**config.mk**
```make
export PLATFORM = sky130hd
export DESIGN_NAME = bram_port_arbiter
export DESIGN_NICKNAME = d
export VERILOG_FILES = /design/src/rtl/mem_arb_pkg.sv /design/src/rtl/rr_lock_arbiter.sv /design/src/rtl/bram_port_arbiter.sv
export SDC_FILE = /design/constraint.sdc
export NUM_CORES = 1
export LEC_CHECK = 0
export BUFFER_PORTS_ARGS = -buffer_cell sky130_fd_sc_hd__buf_2
export CAP_MARGIN = 20
export CORE_MARGIN = 1
export CORE_UTILIZATION = 30
export CTS_BUF_LIST = sky130_fd_sc_hd__clkbuf_4 sky130_fd_sc_hd__clkbuf_8
export DETAILED_ROUTE_END_ITERATION = 16
export GPL_TIMING_DRIVEN = 0
export PLACE_DENSITY = 0.88
export SYNTH_ARGS = -nofsm -noshare
export SYNTH_HDL_FRONTEND = slang
export SYNTH_SLANG_ARGS = --single-unit
```
**constraint.sdc**
```tcl
create_clock -name clk -period 1.6 [get_ports clk]
set_input_delay 0.08 -clock clk [delete_from_list [all_inputs] [get_ports clk]]
set_output_delay 0.08 -clock clk [all_outputs]
set_load 0.005 [all_outputs]
```
**src/rtl/mem_arb_pkg.sv**
```systemverilog
// Shared types for the two-port BRAM read arbiter: port ids, in-flight
// tracking entries and the one-hot port decode.
package mem_arb_pkg;

    localparam int NUM_PORTS = 2;

    typedef logic [0:0] port_id_t;

    typedef struct packed {
        logic     v;
        port_id_t id;
    } inflight_t;

    function automatic logic [NUM_PORTS-1:0] id_to_onehot(input port_id_t id);
        return (id == 1'b1) ? 2'b10 : 2'b01;
    endfunction

endpackage

```
**src/rtl/rr_lock_arbiter.sv**
```systemverilog
// Round-robin grant between two requesters, with a bounded burst lock that
// keeps priority on the last granted port for at most MAX_LOCK grants.
module rr_lock_arbiter
    import mem_arb_pkg::*;
#(
    parameter int MAX_LOCK = 16
) (
    input  logic                 clk,
    input  logic                 rst,
    input  logic [NUM_PORTS-1:0] req,
    input  logic [NUM_PORTS-1:0] lock,
    output logic [NUM_PORTS-1:0] gnt,
    output logic                 gnt_valid,
    output port_id_t             gnt_id
);

    localparam int CW = $clog2(MAX_LOCK + 1);
    localparam logic [CW-1:0] LOCK_LIMIT = CW'(MAX_LOCK);

    port_id_t      last_r;
    logic          prev_gnt_r;
    logic [CW-1:0] lock_cnt_r;

    logic          lock_hold_s;
    logic          gnt_v_s;
    port_id_t      gnt_id_s;
    logic [CW-1:0] lock_cnt_next_s;

    // Grant selection: burst lock first, then round-robin, then single requester.
    always_comb begin
        gnt_v_s     = 1'b0;
        gnt_id_s    = last_r;
        lock_hold_s = prev_gnt_r && lock[last_r] && req[last_r] && (lock_cnt_r < LOCK_LIMIT);
        if (rst) begin
            gnt_v_s = 1'b0;
        end else if (lock_hold_s) begin
            gnt_v_s  = 1'b1;
            gnt_id_s = last_r;
        end else if (req == 2'b11) begin
            gnt_v_s  = 1'b1;
            gnt_id_s = ~last_r;
        end else if (req[0]) begin
            gnt_v_s  = 1'b1;
            gnt_id_s = 1'b0;
        end else if (req[1]) begin
            gnt_v_s  = 1'b1;
            gnt_id_s = 1'b1;
        end else begin
            gnt_v_s = 1'b0;
        end
    end

    // Burst length of consecutive locked grants to the same port, saturating.
    always_comb begin
        lock_cnt_next_s = {CW{1'b0}};
        if (gnt_v_s && lock[gnt_id_s]) begin
            if (prev_gnt_r && (gnt_id_s == last_r)) begin
                if (lock_cnt_r >= LOCK_LIMIT) begin
                    lock_cnt_next_s = LOCK_LIMIT;
                end else begin
                    lock_cnt_next_s = lock_cnt_r + CW'(1);
                end
            end else begin
                lock_cnt_next_s = CW'(1);
            end
        end else begin
            lock_cnt_next_s = {CW{1'b0}};
        end
    end

    // Arbitration state: round-robin pointer, previous-grant flag, lock counter.
    always_ff @(posedge clk) begin
        if (rst) begin
            last_r     <= 1'b1;
            prev_gnt_r <= 1'b0;
            lock_cnt_r <= {CW{1'b0}};
        end else begin
            prev_gnt_r <= gnt_v_s;
            lock_cnt_r <= lock_cnt_next_s;
            if (gnt_v_s) begin
                last_r <= gnt_id_s;
            end else begin
                last_r <= last_r;
            end
        end
    end

    assign gnt       = gnt_v_s ? id_to_onehot(gnt_id_s) : 2'b00;
    assign gnt_valid = gnt_v_s;
    assign gnt_id    = gnt_id_s;

endmodule

```
**src/rtl/bram_port_arbiter.sv**
```systemverilog
// Shares one single-read-port BRAM between the fetch path (port 0) and the
// PPU/DMA path (port 1), steering returned data back to the issuing port.
module bram_port_arbiter
    import mem_arb_pkg::*;
#(
    parameter int LAT      = 2,
    parameter int MAX_LOCK = 16
) (
    input  logic                 clk,
    input  logic                 rst,
    input  logic [NUM_PORTS-1:0] req,
    input  logic [31:0]          addr0,
    input  logic [31:0]          addr1,
    input  logic [NUM_PORTS-1:0] lock,
    output logic [NUM_PORTS-1:0] gnt,
    output logic                 mem_read_en,
    output logic [31:0]          mem_addr,
    input  logic [31:0]          mem_q,
    output logic [NUM_PORTS-1:0] rvalid,
    output logic [31:0]          rdata,
    output logic                 busy
);

    logic      gnt_v_s;
    port_id_t  gnt_id_s;
    inflight_t pipe_r [LAT];
    logic      busy_s;

    rr_lock_arbiter #(
        .MAX_LOCK (MAX_LOCK)
    ) u_arb (
        .clk       (clk),
        .rst       (rst),
        .req       (req),
        .lock      (lock),
        .gnt       (gnt),
        .gnt_valid (gnt_v_s),
        .gnt_id    (gnt_id_s)
    );

    // Address mux: granted port's address, zero when no read is issued.
    always_comb begin
        mem_addr = 32'h0000_0000;
        if (!gnt_v_s) begin
            mem_addr = 32'h0000_0000;
        end else if (gnt_id_s == 1'b1) begin
            mem_addr = addr1;
        end else begin
            mem_addr = addr0;
        end
    end

    // In-flight pipeline mirroring the BRAM latency; reset drops every entry.
    always_ff @(posedge clk) begin
        if (rst) begin
            for (int i = 0; i < LAT; i++) begin
                pipe_r[i] <= '{v: 1'b0, id: 1'b0};
            end
        end else begin
            pipe_r[0] <= '{v: gnt_v_s, id: gnt_id_s};
            for (int i = 1; i < LAT; i++) begin
                pipe_r[i] <= pipe_r[i-1];
            end
        end
    end

    // Any valid stage means a read is still outstanding.
    always_comb begin
        busy_s = 1'b0;
        for (int i = 0; i < LAT; i++) begin
            busy_s = busy_s | pipe_r[i].v;
        end
    end

    assign mem_read_en = gnt_v_s;
    assign rvalid      = pipe_r[LAT-1].v ? id_to_onehot(pipe_r[LAT-1].id) : 2'b00;
    assign rdata       = mem_q;
    assign busy        = busy_s;

endmodule
```
* Yosys cells after proc, flatten, opt, wreduce, memory -nomap -nowiden *
Memory sizes are Yosys's and may differ from the RTL's.
Index checks and enable logic that the tools add are counted.
W data, S select, Z words.

word-level totals
  bits in registers = 7
  bits in latches = 0
  bits in writable memories = 4
  bits in read-only memories = 0
  input bits = 102
  output and inout bits = 70
  word-level logic and storage cells = 56
  memories = 1

operators by class
  add/sub/neg operators = 1
  multiply operators = 0
  divide/modulo/power cells = 0
  magnitude comparators = 4
  equality and inequality tests = 2
  shifts and indexed selects = 0
  muxes and demuxes = 29
  bitwise operators = 6
  reduce and logical (&&, ||, !) cells = 8

memories
  memory  depth  bits a word  read ports  clocked after Yosys merged registers in  write ports  RTL line                 RTL
  pipe_r  2      2            2           0                                        2            bram_port_arbiter.sv:26  inflight_t pipe_r [LAT];

operators by type and width
  kind                   count
  $mux W32               2
  $mux W1                20
  $mux W2                6
  $add A5 B1 Y5 const B  1
  $ge A5 B5 Y1 const B   1
  $logic_and A1 B1 Y1    5
  $lt A5 B5 Y1 const B   1
  $mux W5                1
  $lt A1 B2 Y1 const B   2
  $reduce_or A4 Y1       1
  $not A1 Y1             3
  $or A1 B1 Y1           3
  $reduce_or A3 Y1       1
  $eq A2 B2 Y1 const B   1
  $reduce_or A2 Y1       1
  $eq A1 B1 Y1           1

* Longest topological paths before layout *
Gate-level depths: netlist of the first run.

  depth in word-level cells = 12
  gate-level depth with buffers = 5
  gate-level depth less buffers = 3

* Hierarchy *
From an unflattened synthesis of the first run, not the netlist that was laid out.

second synthesis, totals
  cell total of the unflattened synthesis = 164
  area, all modules = 1,395.1 um^2

by module, submodules not included
  module             instances  cells each  area each (um^2)  sequential area each (um^2)
  bram_port_arbiter  1          114         967.2             80.1
  rr_lock_arbiter    1          50          427.9             140.1

* Worst setup path after synthesis of the first run *
No wires, ideal clock.

  path type = reg2out
  from = reg u_arb.lock_cnt_r[4]
  to = out mem_addr[22]
  arrival time = 1,234 ps
  required time = 1,520 ps
  slack = 286 ps
  cell stages (with the launch flop) = 5
  path through = dfxtp_1 -> and3b_4 -> o221a_4 -> buf_6 -> a32o_1

on the way
  longest elaborated chain between the ends = 6

ends and longest elaborated chain
  element                 RTL line                 RTL
  from (decl)             rr_lock_arbiter.sv:22    logic [CW-1:0] lock_cnt_r;
  from (signal assigned)  rr_lock_arbiter.sv:76    lock_cnt_r <= {CW{1'b0}};
  from (signal assigned)  rr_lock_arbiter.sv:79    lock_cnt_r <= lock_cnt_next_s;
  $lt A5 B5 Y1 *          rr_lock_arbiter.sv:33    lock_hold_s = prev_gnt_r && lock[last_r] && req[last_r] && (lock_cnt_r < LOCK_LIMIT);
  $logic_and A1 B1 Y1 *   rr_lock_arbiter.sv:33
  $mux W1                 rr_lock_arbiter.sv:36    end else if (lock_hold_s) begin
  $mux W1                 rr_lock_arbiter.sv:34    if (rst) begin
  $mux W32                bram_port_arbiter.sv:46  end else if (gnt_id_s == 1'b1) begin
  $mux W32 *              bram_port_arbiter.sv:44  if (!gnt_v_s) begin
  to (decl)               bram_port_arbiter.sv:17  output logic [31:0] mem_addr,

Mark *: on every way between the ends. The rest lies on a longest branch, timed or not.

* Worst setup path in the final report of the first run *
  from = reg u_arb.lock_cnt_r[4]
  to = out mem_addr[10]

The elaborated chain is that of the path after synthesis.

==> results of run 1 <==
## per-stage QoR
step	setup WS (ns)	setup TNS, ns
6_report	-0.0894	-2.17
5_1_grt	-0.144	-4.00
4_1_cts	-0.107	-2.76
3_5_place_dp	0.0454	0
3_3_place_gp	0.0836	0
2_1_floorplan	0.286	0
## area by class of cell
type                    instances  area, µm²
fillers                       397       1890
repair buffers                143        732
multi-input cells              80        696
plain buffers                  46        368
flip-flops and latches         10        206
well taps                      50       62.6
clock buffers                   4       55.1
inverters                       4       15.0
## worst max-delay path: cells and delay by family, from the launching register on
kind | cells | cell delay (ns)
AO/OA/AOI/OAI | 2 | 0.40
flip-flops | 1 | 0.35
AND/OR/NAND/NOR | 1 | 0.32
buffers and inverters | 2 | 0.30
## registers in the layout, indices dropped and copies added, names as in the netlist
name,flops
pipe_r,4
u_arb.last_r,1
u_arb.lock_cnt_r,5
## timing repair
item,in CTS,in global routing
setup buffers,5,0
gates resized for setup,6,1
cloned,1,0
endpoints found under the setup margin,34,33
pin swaps,2,0
## worst paths after layout
path,from,endpoint,cells after the start
setup reg to reg,u_arb.last_r,u_arb.lock_cnt_r[0],4
hold reg to reg,pipe_r[0][0],pipe_r[0][2],1
hold / removal,req[1],pipe_r[0][1],3
setup / recovery,u_arb.lock_cnt_r[4],mem_addr[10],5
## placed cells by master, fill, tap and decap left out, types with 2 or more instances in the layout
cell type / n
nor3_1: 3
nand2_1: 3
dfxtp_1: 7
buf_2: 140
nor2b_1: 4
buf_4: 39
and2_1: 2
nand3b_1: 2
a32o_1: 32
inv_1: 4
buf_6: 8
nor2_1: 5
and3b_2: 2
dfxtp_2: 2
nor3b_1: 2
a21oi_1: 3
clkbuf_8: 4
ha_1: 2
## layer usage
metal	wire [µm]	track usage [%]	up-vias
met3	368	2.57	6
met4	53	6.12	0
met2	2270	33.5	80
met1	1560	17.7	724
li1	-	-	800
met5	0	0	-
## where the power goes
group / switching (µW) / leakage (µW) / total (µW) / internal [µW]
combinational: 195 / 0.00107 / 492 / 297
sequential: 8.49 / 0.0000828 / 268 / 260
clock: 109 / 0.0000288 / 327 / 217
## cell families (layout without fill, tap and decap cells)
family                     Yosys count  after routing  share of synthesized area [%]
and+or+nand+nor                     33             33                           17.0
buffers and inverters               50            197                           30.2
xor gates and xnor gates             2              2                           1.38
adders and majority gates            2              2                           1.97
AOI/OAI and AO/OA                   43             43                           33.7
DFF                                 10             10                           15.8
==> impl_metrics.tcl, run 1 <==
set metrics [dict create \
    num_vias 1610 \
    antenna_found_initial 0 \
    worst-r2r-setup-slack_ns 0.23 \
    maxCapViolCount 0 \
    grt_pass1_wl_um 5900 \
    end_kind "primary output" \
    clock_sinks 10 \
    synth_largest_area_cell "a32o_1" \
    path_clk_slew_ns 0.05 \
    hpwl_um 3560 \
    drive_gt1_share_pct 70.4 \
    violations "setup timing" \
    drc 0 \
    irDropWorstVdd_v 0.000742 \
    final_util_pct 53.0 \
    die_y_um 67.0 \
    leakagePower_uw 0.00118 \
    port_buffers 137 \
    power.density_nw_per_um2 509 \
    grt.overflow.total 0 \
    diodes 0 \
    routed_wirelength_um 4260 \
    placed_cell_area_um2 2020 \
    die_area_um2 4490 \
    start_util_pct 31.5 \
    outcome "finished with violations" \
    slowest_delay_ns 0.35 \
    ys_top_cells_by_count "buf_4 (35), a32o_1 (32), dfxtp_1 (10)" \
    crit_arrival_ns 1.61 \
    postRouteAntennaNets 0 \
    ys_ff_latch 10 \
    cts_max_level 1 \
    setup.worst_path.class "register to primary output" \
    slew_violations 0 \
    cts_tree "done" \
    total_power_uw 1090 \
    grt_max_degree 11 \
    ys_types 37 \
    finalCritPeriodShare_pct 106 \
    core-area_um2 4030 \
    netlist_instances 140 \
    die_w_um 67.0 \
    area_delta_synth_final_pct 68.2 \
    final.setup.worst_slack_ns -0.0894 \
    synth_area_leaders "a32o_1 (25%), buf_4 (21%), dfxtp_1 (16%)" \
    rsz0062_at_grt "true" \
    worstPathCellList "and3b_4 > o221ai_4 > buf_6 > a32o_1 > buf_2" \
    fmax_ghz 0.592 \
    timing.slew.headroom_pct 74.3 \
    globalRouteTotalUtil_pct 17.0 \
    crit_fanout 10 \
    firstDrtPassIters 4 \
    syn_nets 244 \
    min_period_ns 1.69 \
    layout.nets 392 \
    cts_max_path_buffers 2 \
    critPathSlowestCell "dfxtp_4" \
    synth_edf_count 0 \
    setup_violations 32 \
    critPathLaunchType "register" \
    async_flop_share_pct 0 \
    fin_area_um2 2130 \
    place_inst 327 \
    min_path_type "primary input to register" \
    gp_congestion 0.874 \
    avgSynthCellArea_um2 9.06 \
    ys.flop_type "dfxtp_1" \
    grt_pass1_vias 1335 \
    ys_seq_area_share_pct 15.8 \
    drt_iter0_markers 51 \
    numCtsBuffers 3 \
    hold_violations 0 \
    row_count 23 \
    ys_warn_count 0 \
    clock-root-buffer "clkbuf_8" \
    via_per_inst 4.78 \
    hold_buffers 0 \
    worstPathRequired_ns 1.52 \
    fin_cells 337 \
    yosysMostFrequentCell "buf_4" \
    hold_slack_ns 0.159 \
    syn_area_um2 1270 \
    pin_count 172 \
    synth.top_cell.area_share_pct 25.2 \
    wl_per_cell_um 12.6 \
    skew_ns 0.00607 \
    insertion_delay_ns 0.24 \
    worst_pin_slew_ns 0.385 \
]
No activity file was read; power rests on OpenSTA's default activity.
==> inputs of run 2 (changes only) <==
Settings changed: PLACE_DENSITY 0.88 to 0.85, SYNTH_HIERARCHICAL from default to 1.
==> impl_metrics.tcl, run 2 <==
set metrics [dict create \
    outcome "finished with violations" \
    violations "setup timing" \
    fmax_ghz 0.502 \
    yosysMostFrequentCell "nor2b_1" \
    worstHoldStart "rst" \
    timing.slew.headroom_pct 62.1 \
    layout.nets 424 \
    path_clk_slew_ns 0.05 \
    end_kind "primary output" \
    num_vias 1659 \
    finalCritPeriodShare_pct 124 \
    start_util_pct 31.6 \
    worst_pin_slew_ns 0.566 \
    synth_area_leaders "mux2i_1 (23%), buf_4 (17%), nor2b_1 (17%)" \
    crit_arrival_ns 1.91 \
    clock-root-buffer "clkbuf_8" \
    final_common_cell "buf_2" \
    wl_per_cell_um 11.8 \
    skew_ns 0.00375 \
    grt_max_degree 12 \
    via_per_inst 4.47 \
    crit_buf_inv 4 \
    rsz0062_at_grt "true" \
    multiInputGateArea_um2 906 \
    fin_cells 371 \
    die_area_um2 4930 \
    total_power_uw 1260 \
    syn_nets 268 \
    cts_tree "done" \
    cts_max_path_buffers 2 \
    die_y_um 70.2 \
    placed_cell_area_um2 2150 \
    drc 0 \
    hpwl_um 3390 \
    synth.top_cell.area_share_pct 23.0 \
    slew_violations 0 \
    reg2reg_depth 5 \
    ys.flop_type "dfxtp_1" \
    power.density_nw_per_um2 520 \
    pin_count 172 \
    setup.worst_path.class "register to primary output" \
    clock_sinks 11 \
    min_period_ns 1.99 \
    netlist_instances 164 \
    crit_fanout 5 \
    die_w_um 70.2 \
    crit-reg2reg-launch "u_arb/lock_cnt_r[4]" \
    maxCapViolCount 0 \
    hold_buffers 0 \
    drt_iter0_markers 42 \
    top_regs "u_arb/lock_cnt_r (5), pipe_r (4)" \
    worst-path-stages 9 \
    antenna_found_initial 0 \
    avgSynthCellArea_um2 8.51 \
    irDropWorstVdd_v 0.000212 \
    row_count 24 \
    synth_largest_area_cell "mux2i_1" \
    largest_register "u_arb/lock_cnt_r" \
    ys_top_cells_by_count "nor2b_1 (37), buf_4 (32), mux2i_1 (32)" \
    port_buffers 138 \
    critical_path.top_delay_family "buffers and inverters" \
    globalRouteTotalUtil_pct 16.7 \
    largest_reg_flops 5 \
    ys_ff_latch 11 \
    syn_area_um2 1400 \
    firstDrtPassIters 4 \
    startpoint "u_arb/lock_cnt_r[4]" \
    grt.overflow.total 0 \
    slowest_delay_ns 0.36 \
    numCtsBuffers 3 \
    synth_edf_count 0 \
    async_flop_share_pct 0 \
    regArea_um2 226 \
    cts_max_level 1 \
    leakagePower_uw 0.00141 \
    routed_wirelength_um 4390 \
    ys_warn_count 6 \
    min_path_type "primary input to register" \
    fin_area_um2 2420 \
    drive_gt1_share_pct 65.5 \
    setup_violations 32 \
    grt_pass1_wl_um 6710 \
    worstPathCellList "nand4b_1 > a31o_1 > nand2_2 > buf_8 > buf_12 > clkbuf_16 > mux2i_1 > nor2b_1 > buf_2" \
    ys_types 35 \
    critPathSlowestCell "dfxtp_4" \
    core-area_um2 4410 \
    place_inst 354 \
    hold_violations 0 \
    nFillCells 398 \
    final_cell_mix "buf_2 (139), buf_4 (41), nor2b_1 (37)" \
    grt_pass1_vias 1555 \
    postRouteAntennaNets 0 \
    final.setup.worst_slack_ns -0.391 \
    diodes 0 \
    gp_congestion 0.850 \
    ys_seq_area_share_pct 15.8 \
    insertion_delay_ns 0.24 \
    area_delta_synth_final_pct 73.8 \
    critPathLaunchType "register" \
    whs_path_depth 2 \
    worstPathRequired_ns 1.52 \
]
[run 2: cell count changes after synthesis, sizes merged, moves of 3 or more]
| cell | delta |
|---|---|
| and3 | +3 |
| nand2 | +3 |
| nor2b | +34 |
| nor3 | -3 |
| mux2i | +32 |
| a32o | -32 |
| buf | -7 |
| and3b | -4 |
| nor4 | +4 |
| nor2 | -4 |
[run 2: stage by stage]
stage	TNS (ns)	hold WS [ns]	util, %	worst slack [ns]
final	-10.09	0.115	54.9	-0.391
after global routing	-13.19	0.134	54.9	-0.486
after CTS	-10.69	0.109	53.3	-0.388
after detailed placement	-5.83	0.325	48.7	-0.267
after global placement	-4.85	0.326	48.7	-0.233
after floorplan	0	0.152	-	0.0461
[run 2: final timing paths]
| path | to | slack, ns |
|---|---|---|
| worst max-delay path | mem_addr[29] | -0.39 |
| worst min-delay path | pipe_r[0][0] | 0.11 |
| worst max register to register | u_arb/lock_cnt_r[2] | 0.04 |
| worst min register to register | pipe_r[0][2] | 0.46 |
[run 2: repair_timing]
action	in CTS	in global routing
setup endpoints to repair	33	35
pin swaps	3	2
buffers inserted	10	2
resized for setup	8	11
gates cloned	1	1
[run 2: final cells by class]
cell class / instances / share of cell area, %
tap: 52 / 2.68
sequential: 11 / 9.34
clock buffer: 3 / 1.70
buffer: 40 / 13.7
clock inverter: 1 / 0.206
timing repair buffer: 151 / 34.4
inverter: 4 / 0.619
multi-input combinational: 109 / 37.4
[run 2: layer usage]
metal	up-vias	wire (µm)	GRT usage, %
met5	-	0	0
met4	0	14	3.11
met3	2	263	3.17
met2	77	2520	34.1
met1	751	1590	17.3
li1	829	-	-
[run 2: kinds of logic (layout without fill, tap and decap cells)]
logic type	after synthesis	after routing	share of synthesized area, %
multiplexers	32	32	23.0
buffers and inverters	44	199	24.6
AO/OA/AOI/OAI	11	11	6.37
flip-flops	11	11	15.8
adder cells (fa/ha/maj)	2	2	1.79
XOR/XNOR	2	2	1.26
AND/OR/NAND/NOR	62	62	27.3
[run 2: report_power, final]
part | internal (µW) | total, µW | switching, µW | leakage (µW)
Combinational | 416 | 681 | 265 | 0.00129
Sequential | 289 | 299 | 10.4 | 0.0000912
Clock | 171 | 280 | 109 | 0.0000255
